File: src/rtl/posit_quire_mac_scheduler_pkg.sv
// PositPkg: posit field-width helpers and unpacked/product operand types
package PositPkg;
  function automatic int frac_bits(int w, int es);
    return w - es - 3;
  endfunction
  function automatic int bias(int w, int es);
    return (w - 2) << es;
  endfunction
  function automatic int exp_bits(int w, int es);
    return $clog2(2 * bias(w, es) + 1);
  endfunction
  function automatic int unpackedBits(int w, int es);
    return 3 + exp_bits(w, es) + frac_bits(w, es);
  endfunction
  function automatic int getExpProductBits(int w, int es);
    return exp_bits(w, es) + 1;
  endfunction
  function automatic int getFracProductBits(int w, int es);
    return 2 * (frac_bits(w, es) + 1);
  endfunction
  localparam int DEF_W = 8;
  localparam int DEF_ES = 1;
  typedef struct packed {
    logic sign;
    logic isInf;
    logic isZero;
    logic [exp_bits(DEF_W, DEF_ES)-1:0] exp;
    logic [frac_bits(DEF_W, DEF_ES)-1:0] frac;
  } upos_t;
  typedef struct packed {
    logic sign;
    logic isInf;
    logic isZero;
    logic [getExpProductBits(DEF_W, DEF_ES)-1:0] exp;
    logic [getFracProductBits(DEF_W, DEF_ES)-1:0] frac;
  } prod_t;
endpackage

File: src/rtl/posit_quire_mac_scheduler_if.sv
// posit_quire_mac_scheduler_if: requester operand streams in, tagged product stream out
interface posit_quire_mac_scheduler_if
  import PositPkg::*;
#(
  parameter int WIDTH = 8,
  parameter int ES = 1,
  parameter int NUM_REQ = 4,
  parameter int COUNT_BITS = 16
);
  localparam int UB = unpackedBits(WIDTH, ES);
  logic [NUM_REQ-1:0] inValid, inReady, inLast;
  logic [NUM_REQ-1:0][UB-1:0] inA, inB;
  logic outValid, outReady, outFirst, outLast, outIsInf, outIsZero, outSign;
  logic [$clog2(NUM_REQ)-1:0] outTag;
  logic [COUNT_BITS-1:0] outIdx;
  logic [getExpProductBits(WIDTH, ES)-1:0] outExp;
  logic [getFracProductBits(WIDTH, ES)-1:0] outFrac;
  modport master(
    output inValid, inLast, inA, inB, outReady,
    input inReady, outValid, outTag, outFirst, outLast, outIdx, outIsInf, outIsZero, outSign, outExp, outFrac
  );
  modport slave(
    input inValid, inLast, inA, inB, outReady,
    output inReady, outValid, outTag, outFirst, outLast, outIdx, outIsInf, outIsZero, outSign, outExp, outFrac
  );
endinterface

File: src/rtl/posit_quire_mac_scheduler_arbiter.sv
// posit_rr_arbiter: round-robin grant starting after ptr, or pinned to owner while locked
module posit_rr_arbiter #(
  parameter int NUM_REQ = 4,
  localparam int IW = $clog2(NUM_REQ)
) (
  input  logic [NUM_REQ-1:0] req,
  input  logic [IW-1:0]      ptr,
  input  logic               lock,
  input  logic [IW-1:0]      owner,
  output logic [NUM_REQ-1:0] gnt,
  output logic [IW-1:0]      idx,
  output logic               any
);
  logic [IW-1:0] c;
  always_comb begin
    c = '0;
    idx = owner;
    any = lock & req[owner];
    for (int k = NUM_REQ; k >= 1; k--) begin
      c = IW'((int'(ptr) + k) % NUM_REQ);
      if (!lock && req[c]) begin
        idx = c;
        any = 1'b1;
      end
    end
    gnt = any ? NUM_REQ'(1) << idx : '0;
  end
endmodule

File: src/rtl/posit_quire_mac_scheduler.sv
// posit_quire_mac_scheduler: round-robin shared posit multiplier feeding per-requester quires
// POSIT_QUIRE_SCHED_LOCK_EN: hold the grant on one requester until its last pair is accepted
module posit_quire_mac_scheduler
  import PositPkg::*;
#(
  parameter int WIDTH = 8,
  parameter int ES = 1,
  parameter int NUM_REQ = 4,
  parameter int COUNT_BITS = 16
) (
  input logic clock,
  input logic reset,
  posit_quire_mac_scheduler_if.slave bus
);
  localparam int EB = exp_bits(WIDTH, ES);
  localparam int FB = frac_bits(WIDTH, ES);
  localparam int PE = getExpProductBits(WIDTH, ES);
  localparam int PF = getFracProductBits(WIDTH, ES);
  localparam int IW = $clog2(NUM_REQ);
  typedef struct packed {
    logic sign;
    logic isInf;
    logic isZero;
    logic [EB-1:0] exp;
    logic [FB-1:0] frac;
  } pos_t;
  typedef struct packed {
    logic sign;
    logic isInf;
    logic isZero;
    logic [PE-1:0] exp;
    logic [PF-1:0] frac;
  } prd_t;
  typedef struct packed {
    logic [IW-1:0] tag;
    logic first;
    logic last;
    logic [COUNT_BITS-1:0] idx;
  } meta_t;
  logic [IW-1:0] ptr, gidx;
  logic [NUM_REQ-1:0] gnt, busy;
  logic [NUM_REQ-1:0][COUNT_BITS-1:0] cnt;
  logic any, lock, acc, s1_v, s2_v, s1_ld, s2_ld, inf, zero;
  pos_t s1_a, s1_b;
  meta_t m, s1_m, s2_m;
  prd_t p, s2_p;
`ifdef POSIT_QUIRE_SCHED_LOCK_EN
  // ptr is the last granted requester, so it doubles as the lock owner
  always_ff @(posedge clock) lock <= reset ? 1'b0 : acc ? !bus.inLast[gidx] : lock;
`else
  assign lock = 1'b0;
`endif
  posit_rr_arbiter #(.NUM_REQ(NUM_REQ)) u_arb (
    .req(bus.inValid), .ptr(ptr), .lock(lock), .owner(ptr), .gnt(gnt), .idx(gidx), .any(any)
  );
  assign s2_ld = !s2_v | bus.outReady;
  assign s1_ld = !s1_v | s2_ld;
  assign acc = any & s1_ld & !reset;
  assign bus.inReady = gnt & {NUM_REQ{s1_ld & !reset}};
  assign m = '{tag: gidx, first: !busy[gidx], last: bus.inLast[gidx], idx: busy[gidx] ? cnt[gidx] : '0};
  assign inf = s1_a.isInf | s1_b.isInf;
  assign zero = !inf & (s1_a.isZero | s1_b.isZero);
  assign p = '{sign: s1_a.sign ^ s1_b.sign, isInf: inf, isZero: zero,
               exp: (inf | zero) ? '0 : PE'(s1_a.exp) + PE'(s1_b.exp),
               frac: (inf | zero) ? '0 : PF'({1'b1, s1_a.frac}) * PF'({1'b1, s1_b.frac})};
  always_ff @(posedge clock) begin
    if (reset) begin
      ptr <= IW'(NUM_REQ - 1);
      busy <= '0;
      cnt <= '0;
      s1_v <= 1'b0;
      s2_v <= 1'b0;
      s1_a <= '0;
      s1_b <= '0;
      s1_m <= '0;
      s2_m <= '0;
      s2_p <= '0;
    end else begin
      if (s1_ld) s1_v <= acc;
      if (acc) begin
        ptr <= gidx;
        s1_a <= pos_t'(bus.inA[gidx]);
        s1_b <= pos_t'(bus.inB[gidx]);
        s1_m <= m;
        busy[gidx] <= !m.last;
        cnt[gidx] <= m.last ? '0 : (&m.idx ? m.idx : m.idx + 1'b1);
      end
      if (s2_ld) begin
        s2_v <= s1_v;
        s2_m <= s1_m;
        s2_p <= p;
      end
    end
  end
  assign bus.outValid = s2_v;
  assign bus.outTag = s2_m.tag;
  assign bus.outFirst = s2_m.first;
  assign bus.outLast = s2_m.last;
  assign bus.outIdx = s2_m.idx;
  assign bus.outSign = s2_p.sign;
  assign bus.outIsInf = s2_p.isInf;
  assign bus.outIsZero = s2_p.isZero;
  assign bus.outExp = s2_p.exp;
  assign bus.outFrac = s2_p.frac;
endmodule

File: src/flat_wrapper.sv
// flat-port wrapper written by rule: the top's interface ports become plain ports
module posit_quire_mac_scheduler_flat import PositPkg::*;
#(
  parameter int WIDTH = 8,
  parameter int ES = 1,
  parameter int NUM_REQ = 4,
  parameter int COUNT_BITS = 16
)
  (clock, reset, bus_inValid, bus_inLast, bus_inA, bus_inB, bus_outReady, bus_inReady, bus_outValid, bus_outTag, bus_outFirst, bus_outLast, bus_outIdx, bus_outIsInf, bus_outIsZero, bus_outSign, bus_outExp, bus_outFrac);
  posit_quire_mac_scheduler_if #(.WIDTH(WIDTH), .ES(ES), .NUM_REQ(NUM_REQ), .COUNT_BITS(COUNT_BITS)) bus_i ();
  input logic clock;
  input logic reset;
  input wire logic [$bits(bus_i.inValid)-1:0] bus_inValid;
  input wire logic [$bits(bus_i.inLast)-1:0] bus_inLast;
  input wire logic [$bits(bus_i.inA)-1:0] bus_inA;
  input wire logic [$bits(bus_i.inB)-1:0] bus_inB;
  input wire logic [$bits(bus_i.outReady)-1:0] bus_outReady;
  output wire logic [$bits(bus_i.inReady)-1:0] bus_inReady;
  output wire logic [$bits(bus_i.outValid)-1:0] bus_outValid;
  output wire logic [$bits(bus_i.outTag)-1:0] bus_outTag;
  output wire logic [$bits(bus_i.outFirst)-1:0] bus_outFirst;
  output wire logic [$bits(bus_i.outLast)-1:0] bus_outLast;
  output wire logic [$bits(bus_i.outIdx)-1:0] bus_outIdx;
  output wire logic [$bits(bus_i.outIsInf)-1:0] bus_outIsInf;
  output wire logic [$bits(bus_i.outIsZero)-1:0] bus_outIsZero;
  output wire logic [$bits(bus_i.outSign)-1:0] bus_outSign;
  output wire logic [$bits(bus_i.outExp)-1:0] bus_outExp;
  output wire logic [$bits(bus_i.outFrac)-1:0] bus_outFrac;
  assign bus_i.inValid = bus_inValid;
  assign bus_i.inLast = bus_inLast;
  assign bus_i.inA = bus_inA;
  assign bus_i.inB = bus_inB;
  assign bus_i.outReady = bus_outReady;
  assign bus_inReady = bus_i.inReady;
  assign bus_outValid = bus_i.outValid;
  assign bus_outTag = bus_i.outTag;
  assign bus_outFirst = bus_i.outFirst;
  assign bus_outLast = bus_i.outLast;
  assign bus_outIdx = bus_i.outIdx;
  assign bus_outIsInf = bus_i.outIsInf;
  assign bus_outIsZero = bus_i.outIsZero;
  assign bus_outSign = bus_i.outSign;
  assign bus_outExp = bus_i.outExp;
  assign bus_outFrac = bus_i.outFrac;
  posit_quire_mac_scheduler #(.WIDTH(WIDTH), .ES(ES), .NUM_REQ(NUM_REQ), .COUNT_BITS(COUNT_BITS)) u_core (.clock(clock), .reset(reset), .bus(bus_i));
endmodule
File: config.mk
export PLATFORM = sky130hd
export DESIGN_NAME = posit_quire_mac_scheduler_flat
export DESIGN_NICKNAME = d
export VERILOG_FILES = /design/src/rtl/posit_quire_mac_scheduler_pkg.sv /design/src/rtl/posit_quire_mac_scheduler_if.sv /design/src/rtl/posit_quire_mac_scheduler_arbiter.sv /design/src/rtl/posit_quire_mac_scheduler.sv /design/src/flat_wrapper.sv
export SDC_FILE = /design/constraint.sdc
export NUM_CORES = 1
export LEC_CHECK = 0
export CAP_MARGIN = 0
export CORE_MARGIN = 1.5
export CORE_UTILIZATION = 25
export DETAILED_ROUTE_END_ITERATION = 12
export GPL_ROUTABILITY_DRIVEN = 0
export PLACE_DENSITY = 0.41
export SLEW_MARGIN = 20
export SYNTH_ARGS = -nofsm -noshare
export SYNTH_HDL_FRONTEND = slang
export SYNTH_SLANG_ARGS = --single-unit
File: constraint.sdc
create_clock -name clock -period 4.3 [get_ports clock]
set_input_delay 1.075 -clock clock [delete_from_list [all_inputs] [get_ports clock]]
set_output_delay 1.075 -clock clock [all_outputs]
set_load 0.1 [all_outputs]
==> flow_metrics.py, run 1 <==
metrics = {
    "power_and_ir_drop": {
        "ir_drop_mv": 0.266,
        "pwr-share-clk_pct": 34.2,
        "p_seq_share_pct": 37.8,
        "pwr-share-comb_pct": 28.0,
        "internal_power_mw": 2.76,
        "p_total_mw": 4.17,
        "p_sw_mw": 1.40,
        "switching_share_pct": 33.7,
        "leakage_nw": 4.25,
        "powerDensity_nw_per_um2": 380,
    },
    "synthesis": {
        "syn-num-nets": 1001,
        "ys_warn_count": 0,
        "synth_top_flop_cell": "dfxtp_1",
        "synthAdderAreaFrac_pct": 6.25,
        "ys_types": 66,
        "synthXorXnorAreaFrac_pct": 1.91,
        "yosys.area_share.simple_pct": 19.2,
        "synth_top_family_by_area": "simple AND/OR/NAND/NOR gates",
        "ys_seq_area_share_pct": 39.7,
        "syn_inst": 861,
        "syn_area_um2": 7810,
        "ys_async_sr_fraction_pct": 0,
        "synth_edf_count": 0,
        "ys_ff_latch": 155,
        "synth.avg_cell_area_um2": 9.07,
        "synthMuxAreaShare_pct": 11.8,
        "synth_compound_area_share_pct": 17.0,
    },
    "worst_setup_path": {
        "cpPeakStageDelay_ns": 0.46,
        "critPathMostFrequentCell": "buf_4",
        "worstPathArrival_ns": 3.02,
        "critical_path_buf_inv_count": 4,
        "required_ns": 3.22,
        "crit_type": "in2out",
        "crit_fanout": 5,
        "cp_top_family": "buffers and inverters",
        "worst_path_max_delay_cell": "clkdlybuf4s50_1",
        "start_kind": "input pin",
        "cp_cell_sequence": "clkdlybuf4s50_1 -> nand2b_1 -> a21bo_2 -> and3_2 -> buf_4 -> nor4_2 -> buf_4 -> buf_12",
        "end_kind": "output pin",
    },
    "floorplan": {
        "dieArea_um2": 32300,
        "core_region_area_um2": 30700,
        "die_height_um": 180,
        "rows": 64,
        "io_pins": 151,
        "die_x_um": 180,
        "initial_core_util_pct": 25.5,
    },
    "sta": {
        "finalCritPeriodShare_pct": 95.2,
        "finalWorstSetupSlack_ns": 0.206,
        "final_hold_viol_count": 0,
        "worstMarginPinSlew_ns": 1.09,
        "fmaxAchievable_mhz": 244,
        "slew_viol_final": 0,
        "hold_slack_ns": 0.450,
        "relSlewSlack_pct": 27.3,
        "fin_skew_ns": 0.0153,
        "finalSetupViolations": 0,
        "fin_tns_setup_ns": 0,
        "min_period_ns": 4.09,
        "rsz0062_at_grt": "no",
    },
    "placed_design": {
        "dp_slack_ns": -0.108,
        "portBuffers": 150,
        "place_hpwl_um": 20600,
    },
    "detailed_routing": {
        "routedWlPerCell_um": 18.6,
        "drc": 0,
        "drtIter0Drc": 386,
        "viasPerCell": 4.83,
        "drt-total-wl_um": 27400,
        "postRouteAntennaNets": 0,
        "vias": 7102,
        "dr.pass1.iters": 4,
    },
    "global_routing": {
        "grtUsageTotal_pct": 17.1,
        "met2_usage_pct": 25.8,
        "grtUsageMet3_pct": 3.20,
        "grt.busiest_layer": "met2",
        "overflow": 0,
        "grt_max_degree": 87,
        "use_met1_pct": 24.8,
        "grt_pass1_wl_um": 42600,
        "antenna_found_initial": 0,
        "grt_pass1_vias": 7040,
    },
    "layout": {
        "area_growth_pct": 40.4,
        "diodes": 0,
        "layout-drive-gt1-share_pct": 17.8,
        "final_nets": 1202,
    },
    "clocking": {
        "clockRootBuffer": "clkbuf_16",
        "clkTransAtPathRegs_ns": 0.07,
        "clock_path_buffers": 2,
        "cts_tree": "done",
        "insertion_delay_ns": 0.43,
        "cts_made_buffers": 17,
        "cts_hold_buf": 0,
        "numClockSinks": 155,
        "post_cts_buffers": 0,
        "cts_resized": 0,
        "h-tree-depth": 4,
    },
    "run": {
        "cap_violations": 0,
    },
    "hold_path": {
        "hp-class": "reg2reg",
    },
    "status": {
        "status": "finished clean",
    },
}
## routing by layer
layer	up-vias	part of all wire (%)
met2	143	44
met1	3477	51
li1	3462	-
met5	-	0
met4	0	1.5
met3	20	3.6
## logic make-up (layout without fill, tap and decap cells)
group | after synthesis | count (layout)
DFF | 155 | 155
xor gates and xnor gates | 17 | 17
adders and majority gates | 33 | 33
buffers and inverters | 77 | 291
and+or+nand+nor | 326 | 326
AOI/OAI and AO/OA | 203 | 203
muxes | 50 | 50
## synthesized netlist by cell type, drive strengths merged, types with 3 or more instances
cell type | number | area, um^2
inv | 18 | 67.6
nand3 | 21 | 115
a22oi | 6 | 45.0
mux2i | 12 | 120
a21o | 4 | 30.0
a22o | 21 | 184
nand4 | 8 | 50.1
a211oi | 4 | 30.0
o311ai | 3 | 43.8
nand2b | 7 | 43.8
mux4 | 33 | 743
xnor2 | 11 | 96.3
or2 | 4 | 27.5
o21bai | 4 | 30.0
and2 | 21 | 131
a31oi | 5 | 31.3
dfxtp | 155 | 3100
o211ai | 8 | 60.1
nor4 | 6 | 52.6
o21ai | 37 | 185
ha | 23 | 288
fa | 10 | 200
a32o | 7 | 70.1
a311oi | 7 | 73.8
xor2 | 6 | 52.6
clkbuf | 39 | 146
mux2 | 5 | 56.3
buf | 20 | 111
and3 | 11 | 73.8
a221o | 3 | 30.0
nand2 | 180 | 676
nor3 | 7 | 51.3
a21oi | 84 | 424
nor2 | 51 | 194
## layout by cell type, fill, tap and decap left out, types with 6 or more instances in the layout
cell             count
a21oi_1             82
a22o_1              21
a22oi_1              6
a32o_1               7
and2_1              21
and3_1               9
buf_12              10
buf_4               86
clkbuf_16           17
clkdlybuf4s50_1    145
dfxtp_1            155
fa_1                10
ha_1                23
inv_1               18
inv_6                6
mux2i_1             12
mux4_2              33
nand2_1            180
nand2b_1             6
nand3_1             19
nand4_1              8
nor2_1              50
o211ai_1             8
o21ai_0             36
xnor2_1             11
xor2_1               6
## layout make-up
| cell class | count | area [um^2] |
|---|---|---|
| multi-input combinational | 629 | 4450 |
| inverter | 18 | 67.6 |
| clock inverter | 14 | 109 |
| clock buffer | 18 | 439 |
| timing repair buffer | 241 | 2300 |
| fill | 3174 | 19700 |
| sequential | 155 | 3100 |
| tap | 396 | 495 |
## power by group through the flow
stage | logic [mW] | clock network [mW] | registers [mW]
floorplan | 0.566 | 0 | 1.76
global placement | 1.17 | 0 | 1.61
detailed placement | 1.17 | 0 | 1.61
CTS | 1.18 | 1.47 | 1.58
global route | 1.25 | 1.53 | 1.59
finish | 1.17 | 1.43 | 1.57
## final timing paths
kind                                            from  slack [ns]  depth (start not counted)                                 end
setup / recovery                      bus_inValid[0]        0.21                          8                      bus_inReady[1]
hold / removal    u_core.bus.outIdx[12]$_SDFFE_PP0P_        0.45                          2  u_core.bus.outIdx[12]$_SDFFE_PP0P_
setup reg to reg         u_core.s1_b[3]$_SDFFE_PP0P_        0.49                         15  u_core.bus.outFrac[9]$_SDFFE_PP0P_
hold reg to reg   u_core.bus.outIdx[12]$_SDFFE_PP0P_        0.45                          2  u_core.bus.outIdx[12]$_SDFFE_PP0P_
## tightest hold or removal path: cells and delay by family, from the launching register on
| kind | cells | cell delay [ns] |
|---|---|---|
| compound gates | 1 | 0.05 |
| simple gates | 1 | 0.05 |
| flops | 1 | 0.31 |
## flip-flops by register name, summed over array words and instances (netlist names), 2 cells and up
signal / flops
u_core.cnt: 64
u_core.s1_m: 20
u_core.bus.outIdx: 16
u_core.s1_a: 12
u_core.s1_b: 12
u_core.bus.outFrac: 10
u_core.bus.outExp: 6
u_core.busy: 4
u_core.bus.outTag: 2
u_core.ptr: 2
## stage by stage
step	util, %	instances	instance area, um^2
2_1_floorplan	-	861	7870
3_3_place_gp	34.0	1439	10400
3_5_place_dp	34.0	1439	10400
4_1_cts	35.7	1471	11000
5_1_grt	35.7	1471	11000
6_report	35.7	1471	11000
Power figures use the tool's default switching activity.
==> run 2: changes to the inputs <==
--- a/config.mk
+++ b/config.mk
@@ -11,6 +11,7 @@
 export DETAILED_ROUTE_END_ITERATION = 12
 export GPL_ROUTABILITY_DRIVEN = 0
 export PLACE_DENSITY = 0.41
+export SKIP_CTS_REPAIR_TIMING = 1
 export SLEW_MARGIN = 20
 export SYNTH_ARGS = -nofsm -noshare
 export SYNTH_HDL_FRONTEND = slang
==> results of run 2 <==
No change in the layout: final DEF, timing and power equal those of run 1.
